<file path="src/rtl/bit_stuff_pkg.sv">
// Shared types for the configurable USB bit stuffer/unstuffer.
package bit_stuff_pkg;

    typedef enum logic [1:0] {
        IDLE   = 2'd0,
        ACTIVE = 2'd1,
        INSERT = 2'd2
    } stuff_state_t;

    typedef enum logic {
        STUFF_TX   = 1'b0,
        UNSTUFF_RX = 1'b1
    } stuff_mode_t;

endpackage

</file>
<file path="src/rtl/bit_stuff_p_run_counter.sv">
// Saturating counter of consecutive STUFF_VAL bits; at_limit flags a full run.
module run_counter
    import bit_stuff_pkg::*;
#(
    parameter int   RUN_LEN   = 6,
    parameter logic STUFF_VAL = 1'b1,
    localparam int  CNT_W     = $clog2(RUN_LEN + 1)
) (
    input  logic             clk,
    input  logic             rst,
    input  logic             clr,
    input  logic             inc_en,
    input  logic             in_bit,
    output logic [CNT_W-1:0] cnt,
    output logic             at_limit
);

    logic [CNT_W-1:0] cnt_q, cnt_d;

    always_comb begin
        cnt_d = cnt_q;
        if (clr) begin
            cnt_d = '0;
        end else if (inc_en) begin
            if (in_bit != STUFF_VAL) begin
                cnt_d = '0;
            end else if (cnt_q != CNT_W'(RUN_LEN)) begin
                cnt_d = cnt_q + CNT_W'(1);
            end
        end
    end

    always_ff @(posedge clk) begin
        if (rst) begin
            cnt_q <= '0;
        end else begin
            cnt_q <= cnt_d;
        end
    end

    assign cnt      = cnt_q;
    assign at_limit = (cnt_q == CNT_W'(RUN_LEN));

endmodule

</file>
<file path="src/rtl/bit_stuff_p.sv">
// Bit stuffer (TX) / unstuffer (RX): inserts or removes ~STUFF_VAL after
// every RUN_LEN consecutive STUFF_VAL bits, flagging RX stuff violations.
module bit_stuff_p
    import bit_stuff_pkg::*;
#(
    parameter int   RUN_LEN   = 6,
    parameter logic STUFF_VAL = 1'b1,
    localparam int  CNT_W     = $clog2(RUN_LEN + 1)
) (
    input  logic clk,
    input  logic rst,
    input  logic mode,
    input  logic start,
    input  logic s_in,
    input  logic in_valid,
    input  logic endb,
    output logic pause,
    output logic s_out,
    output logic out_valid,
    output logic start_nrzi,
    output logic done,
    output logic stuff_err,
    output logic busy
);

    // Handshake: an input bit is consumed on a rising edge where state is
    // ACTIVE and in_valid is high; pause (INSERT only) tells upstream to hold
    // its bit. Outputs are registered and valid only in the cycle out_valid=1.
    stuff_state_t     state_q, state_d;
    stuff_mode_t      mode_q, mode_d;
    logic             endb_pend_q, endb_pend_d;
    logic             first_q, first_d;
    logic             s_out_q, s_out_d;
    logic             out_valid_q, out_valid_d;
    logic             start_nrzi_q, start_nrzi_d;
    logic             done_q, done_d;
    logic             stuff_err_q, stuff_err_d;
    logic             cnt_clr, cnt_inc, at_limit, run_hit;
    logic [CNT_W-1:0] cnt;

    run_counter #(
        .RUN_LEN   (RUN_LEN),
        .STUFF_VAL (STUFF_VAL)
    ) u_run_counter (
        .clk      (clk),
        .rst      (rst),
        .clr      (cnt_clr),
        .inc_en   (cnt_inc),
        .in_bit   (s_in),
        .cnt      (cnt),
        .at_limit (at_limit)
    );

    // This bit completes a run, so the TX side must insert after it.
    assign run_hit = (s_in == STUFF_VAL) && (cnt == CNT_W'(RUN_LEN - 1));

    always_comb begin
        state_d      = state_q;
        mode_d       = mode_q;
        endb_pend_d  = endb_pend_q;
        first_d      = first_q;
        s_out_d      = 1'b0;
        out_valid_d  = 1'b0;
        start_nrzi_d = 1'b0;
        done_d       = 1'b0;
        stuff_err_d  = 1'b0;
        cnt_clr      = 1'b0;
        cnt_inc      = 1'b0;
        case (state_q)
            IDLE: begin
                if (start) begin
                    state_d     = ACTIVE;
                    mode_d      = stuff_mode_t'(mode);
                    first_d     = 1'b1;
                    endb_pend_d = 1'b0;
                    cnt_clr     = 1'b1;
                end
            end
            ACTIVE: begin
                if (in_valid) begin
                    cnt_inc = 1'b1;
                    if (mode_q == UNSTUFF_RX && at_limit) begin
                        if (s_in == STUFF_VAL) begin
                            stuff_err_d = 1'b1;
                            state_d     = IDLE;
                        end else if (endb) begin
                            done_d  = 1'b1;
                            state_d = IDLE;
                        end
                    end else begin
                        s_out_d      = s_in;
                        out_valid_d  = 1'b1;
                        start_nrzi_d = first_q;
                        first_d      = 1'b0;
                        if (mode_q == STUFF_TX && run_hit) begin
                            state_d     = INSERT;
                            endb_pend_d = endb;
                        end else if (endb) begin
                            done_d  = 1'b1;
                            state_d = IDLE;
                        end
                    end
                end
            end
            INSERT: begin
                s_out_d     = ~STUFF_VAL;
                out_valid_d = 1'b1;
                cnt_clr     = 1'b1;
                done_d      = endb_pend_q;
                state_d     = endb_pend_q ? IDLE : ACTIVE;
            end
            default: state_d = IDLE;
        endcase
    end

    always_ff @(posedge clk) begin
        if (rst) begin
            state_q      <= IDLE;
            mode_q       <= STUFF_TX;
            endb_pend_q  <= 1'b0;
            first_q      <= 1'b0;
            s_out_q      <= 1'b0;
            out_valid_q  <= 1'b0;
            start_nrzi_q <= 1'b0;
            done_q       <= 1'b0;
            stuff_err_q  <= 1'b0;
        end else begin
            state_q      <= state_d;
            mode_q       <= mode_d;
            endb_pend_q  <= endb_pend_d;
            first_q      <= first_d;
            s_out_q      <= s_out_d;
            out_valid_q  <= out_valid_d;
            start_nrzi_q <= start_nrzi_d;
            done_q       <= done_d;
            stuff_err_q  <= stuff_err_d;
        end
    end

    assign pause      = (state_q == INSERT);
    assign busy       = (state_q != IDLE);
    assign s_out      = s_out_q;
    assign out_valid  = out_valid_q;
    assign start_nrzi = start_nrzi_q;
    assign done       = done_q;
    assign stuff_err  = stuff_err_q;

endmodule
</file>
<file path="config.mk">
export PLATFORM = sky130hd
export DESIGN_NAME = bit_stuff_p
export DESIGN_NICKNAME = d
export VERILOG_FILES = /design/src/rtl/bit_stuff_pkg.sv /design/src/rtl/bit_stuff_p_run_counter.sv /design/src/rtl/bit_stuff_p.sv
export SDC_FILE = /design/constraint.sdc
export NUM_CORES = 1
export LEC_CHECK = 0
export CORE_MARGIN = 4
export CORE_UTILIZATION = 49
export DETAILED_ROUTE_END_ITERATION = 10
export PLACE_DENSITY = 0.84
export SYNTH_ARGS = -nofsm -noshare
export SYNTH_HDL_FRONTEND = slang
export SYNTH_SLANG_ARGS = --single-unit
export TNS_END_PERCENT = 10
</file>
<file path="constraint.sdc">
create_clock -name clk -period 2 [get_ports clk]
set_clock_uncertainty 0.1 [all_clocks]
set_input_delay 0.3 -clock clk [delete_from_list [all_inputs] [get_ports clk]]
set_output_delay 0.3 -clock clk [all_outputs]
set_load 0.02 [all_outputs]
</file>
# ---- After elaboration in Yosys (flattened, before gate mapping)
# Index checks and enable logic that the tools add are counted.
dict set report word_totals {
  output_inout_bits 7
  register_bits 13
  input_bits 7
  elab_cells 72
}
dict set report classes {
  eq_ne 10
  bitwise 4
  n_reduce_logical 14
  n_mux 33
  add_sub_neg 1
}
# cell n
set op_table {}
lappend op_table {{$mux 1} 19}
lappend op_table {{$mux 2} 6}
lappend op_table {{$pmux 1 s2} 5}
lappend op_table {{$ne 2x2->1 const B} 4}
lappend op_table {{$reduce_or 4->1} 2}
lappend op_table {{$eq 3x3->1 const B} 2}
lappend op_table {{$mux 3} 2}
lappend op_table {{$pmux 2 s3} 1}
lappend op_table {{$reduce_and 2->1} 3}
lappend op_table {{$reduce_and 5->1} 1}
lappend op_table {{$not 1->1} 4}
lappend op_table {{$reduce_and 4->1} 1}
lappend op_table {{$reduce_bool 2->1} 2}
lappend op_table {{$add 3x1->3 const B} 1}
lappend op_table {{$logic_and 1x1->1} 3}
lappend op_table {{$ne 3x3->1 const B} 1}
lappend op_table {{$eq 2x1->1 const B} 1}
lappend op_table {{$eq 2x2->1 const B} 1}
lappend op_table {{$logic_not 2->1} 1}
lappend op_table {{$ne 2x1->1 const B} 1}
lappend op_table {{$reduce_or 2->1} 1}

# ---- Logic depth before layout (Yosys ltp)
# Gate-level depths: netlist (run 1).
dict set report logic_depth {
  depth_word 7
  ltp_mapped 6
}

# ---- Modules after synthesis
# From an unflattened synthesis (run 1), not the netlist that was laid out.
dict set report hier_totals {
  cells_unflattened 85
  hier_area_um2 705.7
}
# module n_inst area_per_inst_um2 cells_per_inst seq_area_each_um2
set modules_own_cells {}
lappend modules_own_cells {bit_stuff_p 1 533.0 65 200.2}
lappend modules_own_cells {run_counter 1 172.7 20 60.1}

# ---- Worst setup path before layout (run 1)
# Ideal clock, no wire load.
dict set report synth_timing {
  path_kind {reg-to-reg}
  startpoint {register u_run_counter.cnt_q[0], in the netlist u_run_counter.cnt[0]}
  endpoint {register first_q}
  setup_slack_ns 0.363
  arrival_time_ns 1.423
  setup_ns 0.113
  path_stages_with_launch 7
  path_cell_list {dfxtp_1 inv_1 ha_1 and3_1 or3_4 a21oi_2 nor2_1}
}
dict set report synth_between {
  elab_chain_cells 4
}
# element line
set synth_lines {}
lappend synth_lines {{from (decl)} bit_stuff_p_run_counter.sv:18} ;# logic [CNT_W-1:0] cnt_q, cnt_d;
lappend synth_lines {{from (signal assigned)} bit_stuff_p_run_counter.sv:37} ;# cnt_q <= cnt_d;
lappend synth_lines {{$eq 3x3->1} bit_stuff_p_run_counter.sv:42} ;# assign at_limit = (cnt_q == CNT_W'(RUN_LEN));
lappend synth_lines {{$logic_and 1x1->1} bit_stuff_p.sv:82} ;# if (mode_q == UNSTUFF_RX && at_limit) begin
lappend synth_lines {{$ne 2x2->1 (no line)} -}
lappend synth_lines {{$reduce_and 4->1 (no line)} -}
lappend synth_lines {{to (signal assigned)} bit_stuff_p.sv:131} ;# first_q <= first_d;
lappend synth_lines {{to (decl)} bit_stuff_p.sv:32} ;# logic first_q, first_d;
# Every way passes these cells.
# A chain may end at the register's enable or synchronous reset.

# ---- Worst setup path in the final report (run 1)
dict set report layout_timing {
  startpoint {register state_q[0]}
  endpoint {output port busy}
}
dict set report layout_between {
  elab_chain_cells 1
}
# element line
set layout_lines {}
lappend layout_lines {{from (decl)} bit_stuff_p.sv:29} ;# stuff_state_t state_q, state_d;
lappend layout_lines {{from (signal assigned)} bit_stuff_p.sv:128} ;# state_q <= state_d;
lappend layout_lines {{$reduce_bool 2->1} bit_stuff_p.sv:141} ;# assign busy = (state_q != IDLE);
lappend layout_lines {{to (decl)} bit_stuff_p.sv:23} ;# output logic busy
# Every way passes these cells.

==> results_dict.tcl, run 1 <==
set metrics [dict create \
    num_vias 663 \
    start_kind "register" \
    dp_slack_ns 0.141 \
    yosys.area_share.simple_pct 26.7 \
    p_leak_nw 0.354 \
    routed_via_density 5.57 \
    initial_core_util_pct 53.8 \
    die_h_um 46.5 \
    ys_warn_count 0 \
    tightest_slew_ns 0.281 \
    hold_viol_final 0 \
    maxSlewViolCount 0 \
    use_met2_pct 24.7 \
    placed_cells 115 \
    arrival_ns 1.49 \
    muxShareOfSynthArea_pct 2.76 \
    hpwl_mm 1.13 \
    antenna_found_initial 0 \
    dieArea_um2 2160 \
    whs_endpoint "start_nrzi" \
    mostFrequentLayoutCell "dfxtp_1" \
    maxCapViolCount 0 \
    layout-drive-gt1-share_pct 7.69 \
    synth_compound_area_share_pct 15.9 \
    use_met3_pct 3.91 \
    layout_min_cycle_time_ns 1.89 \
    internal_power_mw 0.403 \
    p_switching_mw 0.164 \
    grt_max_degree 11 \
    fin_nets 119 \
    required_ns 1.60 \
    timing.rr.end "state_q[0]" \
    synth_top_family_by_area "simple AND/OR/NAND/NOR gates" \
    critical_path_class "register to output pin" \
    wl_per_cell_um 12.3 \
    cts_tree "built" \
    outcome "finished clean" \
    cp_max_fo 5 \
    synthesis.nets 101 \
    holdPathStages 1 \
    fin_setup_tns_ns 0 \
    p_seq_share_pct 49.5 \
    rr_worst_depth 6 \
    core_region_area_um2 1350 \
    final_cell_mix "13 x dfxtp_1, 11 x clkdlybuf4s50_1, 10 x nand2_1, 9 x a21oi_1, 8 x inv_1" \
    ant_nets 0 \
    postSynthCellCount 87 \
    num_rows 13 \
    ys_seq_area_share_pct 35.9 \
    portBuffers 13 \
    routed_wl_mm 1.46 \
    use_met1_pct 21.3 \
    fin_ws_ns 0.115 \
    antenna_cells 0 \
    clock-sinks 13 \
    synth_adder_area_share_pct 12.1 \
    clkPwrFrac_pct 28.4 \
    hold_start "first_q" \
    synthesis.area_um2 726 \
    hold_buffers 0 \
    synth-seq-cells 13 \
    grt.total_usage_pct 16.6 \
    powerDensity_nw_per_um2 634 \
    grt_pass1_vias 591 \
    reg2reg_slack_ns 0.23 \
    placed_area_um2 871 \
    fmax_ghz 0.530 \
    pwr-share-comb_pct 22.1 \
    dr.pass1.iters 4 \
    rsz0062_at_grt "false" \
    grt_pass1_wl_mm 2.49 \
    cts_made_buffers 3 \
    relSlewSlack_pct 81.2 \
    finalCritPeriodShare_pct 94.3 \
    die_w_um 46.5 \
    drt_iter0_markers 17 \
    hold_path.class "register to register" \
    syn_avg_cell_area_um2 8.34 \
    clock-root-buffer "clkbuf_4" \
    setup_viol 0 \
    stdcell_area_um2 895 \
    syn_to_final_growth_pct 23.3 \
    synth-xor-area-share_pct 0 \
    r2r_start "state_q[0]" \
    clk_pin_slew_ns 0.08 \
    drc 0 \
    ir_drop_v 0.000341 \
    instances_no_fill 119 \
    clock_latency_ns 0.28 \
    synthDistinctLibCells 28 \
    gp_congestion 0.863 \
    clock_path_buffers 2 \
    end_kind "output pin" \
    grt-ovfl-total 0 \
    p_sw_share_pct 28.9 \
    grt_busiest_layer "met2" \
    pin_count 14 \
    htree_levels 1 \
]
[cell type report]
cell class | instances | area [um^2]
fillers | 106 | 455
multi-input cells | 64 | 417
flip-flops and latches | 13 | 260
repair buffers | 15 | 143
inverters | 8 | 30.0
clock buffers | 4 | 26.3
well taps | 15 | 18.8
[power groups by stage]
| stage | registers [mW] | clock network [mW] | logic, mW |
|---|---|---|---|
| detailed placement | 0.287 | 0 | 0.127 |
| floorplan | 0.287 | 0 | 0.0812 |
| finish | 0.281 | 0.161 | 0.125 |
| global route | 0.283 | 0.175 | 0.138 |
| global placement | 0.286 | 0 | 0.123 |
| CTS | 0.281 | 0.166 | 0.125 |
[state kept, by name (all words and copies together), names as in the netlist]
register and flops:
u_run_counter.cnt 3, start_nrzi 1, first_q 1, state_q 2, s_out 1, stuff_err 1, out_valid 1, done 1
mode_q 1, endb_pend_q 1
[worst max-delay path, cell delays in order (launching register included)]
cell and delay (ns):
dfxtp_1 0.42, inv_1 0.10, ha_1 0.25, inv_1 0.09, dlygate4sd2_1 0.34
[through the flow]
stage               hold WS, ns  power [mW]  util [%]
floorplan                 0.347       0.368         -
global placement          0.381       0.409      64.5
detailed placement        0.407       0.414      64.5
CTS                       0.418       0.572      66.3
global route              0.429       0.596      66.3
finish                    0.411       0.567      66.3
[layer usage]
layer | share of wire [%] | up-vias | wire (um)
li1 | - | 341 | -
met1 | 44 | 296 | 648
met4 | 2.7 | 0 | 40
met3 | 7.4 | 5 | 108
met5 | 0 | - | 0
met2 | 45 | 21 | 665
[worst max path at each step]
| stage | end | start | depth (start not counted) |
|---|---|---|---|
| CTS | busy | state_q[0] | 4 |
| global placement | busy | state_q[0] | 4 |
| global route | busy | state_q[0] | 4 |
| detailed placement | busy | state_q[0] | 4 |
| finish | busy | state_q[0] | 4 |
| floorplan | first_q | u_run_counter.cnt[0] | 6 |
[cell families (layout without fill, tap and decap cells)]
kind of cell | Yosys count | count (layout)
AO/OA/AOI/OAI | 18 | 18
adder cells (fa/ha/maj) | 7 | 7
buffers and inverters | 10 | 27
flip-flops | 13 | 13
multiplexers | 2 | 2
AND/OR/NAND/NOR | 37 | 37
[cells in the mapped netlist]
library cell / n / area, um^2
mux2i_1: 2 / 20.0
nand2_1: 10 / 37.5
dfxtp_1: 13 / 260
nand3_1: 4 / 20.0
buf_6: 1 / 11.3
and3_1: 1 / 6.26
a31oi_1: 1 / 6.26
nand4_1: 1 / 6.26
inv_1: 8 / 30.0
o2111ai_1: 1 / 8.76
nor3b_1: 2 / 15.0
and4_1: 1 / 8.76
buf_4: 1 / 7.51
o21ai_1: 1 / 5.00
a21oi_1: 9 / 45.0
ha_1: 7 / 87.6
and2_1: 1 / 6.26
a21oi_2: 1 / 8.76
nand3b_1: 1 / 7.51
nor2_1: 7 / 26.3
nor3_1: 4 / 20.0
or2b_1: 1 / 7.51
o32ai_1: 2 / 17.5
a211oi_1: 2 / 15.0
a2bb2oi_1: 1 / 8.76
nand2b_1: 2 / 12.5
or3_4: 1 / 11.3
and2b_2: 1 / 8.76
[what timing repair did]
item | CTS | global route
gates resized for setup | 2 | 0
setup endpoints to repair | 2 | 0
setup buffers | 0 | 0
(Power assumes the default switching activity.)
==> run 2, diff against run 1 <==
--- a/config.mk
+++ b/config.mk
@@ -8,6 +8,7 @@
 export CORE_MARGIN = 4
 export CORE_UTILIZATION = 49
 export DETAILED_ROUTE_END_ITERATION = 10
+export GPL_TIMING_DRIVEN = 0
 export PLACE_DENSITY = 0.84
 export SYNTH_ARGS = -nofsm -noshare
 export SYNTH_HDL_FRONTEND = slang
==> run 2 against run 1 <==
  * First-iteration DRC count increased by 59%
  * Combinational power about the same
  * Sequential share of layout area decreased by 0.12 points
  * Worst setup slack improved by 0.042 ns
  * Non-clock buffer count unchanged
  * Critical path depth unchanged
  * Fmax increased by 2.3%
  * Routed wire length increased by 2.1%
  * Critical path type unchanged
  * Critical endpoint unchanged
  * Largest cell class unchanged
==> results_dict.tcl, run 2 (synthesis results as in run 1) <==
set metrics [dict create \
    outcome "finished clean" \
    gp_congestion 0.782 \
    grt-ovfl-total 0 \
    ant_nets 0 \
    hold_path.class "register to register" \
    relSlewSlack_pct 81.2 \
    fmax_ghz 0.542 \
    layout_min_cycle_time_ns 1.84 \
    hold_buffers 0 \
    drt_iter0_markers 27 \
    layout-drive-gt1-share_pct 7.69 \
    grt_max_degree 11 \
    maxCapViolCount 0 \
    grt.total_usage_pct 16.7 \
    internal_power_mw 0.403 \
    fillerInstances 124 \
    p_seq_share_pct 49.6 \
    clock-sinks 13 \
    mostFrequentLayoutCell "dfxtp_1" \
    r2r_start "state_q[0]" \
    grt_pass1_vias 582 \
    initial_core_util_pct 53.8 \
    ir_drop_v 0.000315 \
    cp_slowest_stage_delay_ns 0.42 \
    clk_pin_slew_ns 0.08 \
    clock_latency_ns 0.28 \
    holdPathStages 1 \
    core_region_area_um2 1350 \
    powerDensity_nw_per_um2 632 \
    num_vias 667 \
    clock-root-buffer "clkbuf_4" \
    num_rows 13 \
    required_ns 1.60 \
    hold_viol_final 0 \
    reg2reg_slack_ns 0.21 \
    rsz0062_at_grt "false" \
    setup_viol 0 \
    largest_reg_flops 3 \
    crit_slowest_cell "dfxtp_1" \
    timing.rr.end "state_q[0]" \
    critical_path_class "register to output pin" \
    arrival_ns 1.44 \
    wl_per_cell_um 12.5 \
    pin_count 14 \
    clkPwrFrac_pct 28.6 \
    dieArea_um2 2160 \
    drc 0 \
    grt_pass1_wl_mm 2.52 \
    die_w_um 46.5 \
    syn_to_final_growth_pct 23.8 \
    htree_levels 1 \
    routed_wl_mm 1.49 \
    dr.pass1.iters 4 \
    hold_start "first_q" \
    routed_via_density 5.61 \
    fin_nets 119 \
    die_h_um 46.5 \
    final_cell_mix "13 x dfxtp_1, 11 x clkdlybuf4s50_1, 10 x nand2_1, 9 x a21oi_1, 8 x inv_1" \
    rr_worst_depth 6 \
    post_cts_buffers 0 \
    pwr-share-comb_pct 21.8 \
    ctsResizeCount 2 \
    crit_chain "inv_1 > ha_1 > inv_1 > dlygate4sd2_1" \
    cp_max_fo 5 \
    antenna_found_initial 0 \
    cts_tree "built" \
    p_switching_mw 0.164 \
    antenna_cells 0 \
    portBuffers 13 \
    tightest_slew_ns 0.282 \
    p_leak_nw 0.354 \
    crit_buf_inv 3 \
    whs_endpoint "start_nrzi" \
    cp_top_family "buffers and inverters" \
    start_kind "register" \
    end_kind "output pin" \
    hpwl_mm 1.15 \
    p_sw_share_pct 28.9 \
    critical_path.most_common_cell "inv_1" \
    finalCritPeriodShare_pct 92.2 \
    fin_setup_tns_ns 0 \
    finish.utilization_pct 66.5 \
    cts_made_buffers 3 \
    clock_path_buffers 2 \
    maxSlewViolCount 0 \
]
-- run 2: cell count changes in the layout (fill, tap and decap cells not counted) --
cell	change
buf_4	-1
buf_6	+1
-- run 2: cell type report --
type | count | area [um^2] | share of cell area, %
well taps | 15 | 18.8 | 2.09
repair buffers | 13 | 128 | 14.2
multi-input cells | 64 | 417 | 46.4
inverters | 8 | 30.0 | 3.34
plain buffers | 2 | 18.8 | 2.09
flip-flops and latches | 13 | 260 | 29.0
clock buffers | 4 | 26.3 | 2.92
-- run 2: power by group through the flow --
stage	Combinational (mW)	Sequential, mW	Clock [mW]
after floorplan	0.0812	0.287	0
after global placement	0.124	0.286	0
after detailed placement	0.126	0.287	0
after CTS	0.124	0.281	0.167
after global routing	0.138	0.283	0.180
final	0.124	0.282	0.162
-- run 2: worst max path at each step --
stage	startpoint	to	slack, ns	cells after the start
after detailed placement	state_q[0]	busy	0.18	4
after global placement	start	state_q[0]	0.20	5
after global routing	state_q[0]	state_q[0]	0.003	6
final	state_q[0]	busy	0.16	4
after floorplan	u_run_counter.cnt[0]	first_q	0.36	6
after CTS	state_q[0]	busy	0.14	4
-- run 2: metal layers --
metal  part of all wire [%]  GRT usage [%]  wire length [um]  vias up
li1                       -              -                 -      336
met2                     44           25.3               653       27
met5                      0              0                 0        -
met4                   0.80           6.82                12        0
met1                     48           21.2               720      302
met3                    7.1           6.25               106        2
-- run 2: per-stage QoR --
step           cells  total power [mW]  hold WS, ns  instance area, um^2  setup WS, ns
2_1_floorplan     87             0.368        0.347                  726         0.363
3_3_place_gp     115             0.410        0.390                  875         0.199
5_1_grt          119             0.602        0.429                  898       0.00281
6_report         119             0.567        0.415                  898         0.156
3_5_place_dp     115             0.413        0.402                  875         0.177
4_1_cts          119             0.573        0.413                  898         0.142
==> run 3, diff against run 2 <==
--- a/config.mk
+++ b/config.mk
@@ -10,6 +10,7 @@
 export DETAILED_ROUTE_END_ITERATION = 10
 export GPL_TIMING_DRIVEN = 0
 export PLACE_DENSITY = 0.84
+export SLEW_MARGIN = 20
 export SYNTH_ARGS = -nofsm -noshare
 export SYNTH_HDL_FRONTEND = slang
 export SYNTH_SLANG_ARGS = --single-unit
==> results of run 3 <==
Final layout, timing and power as in run 2 (identical DEF).
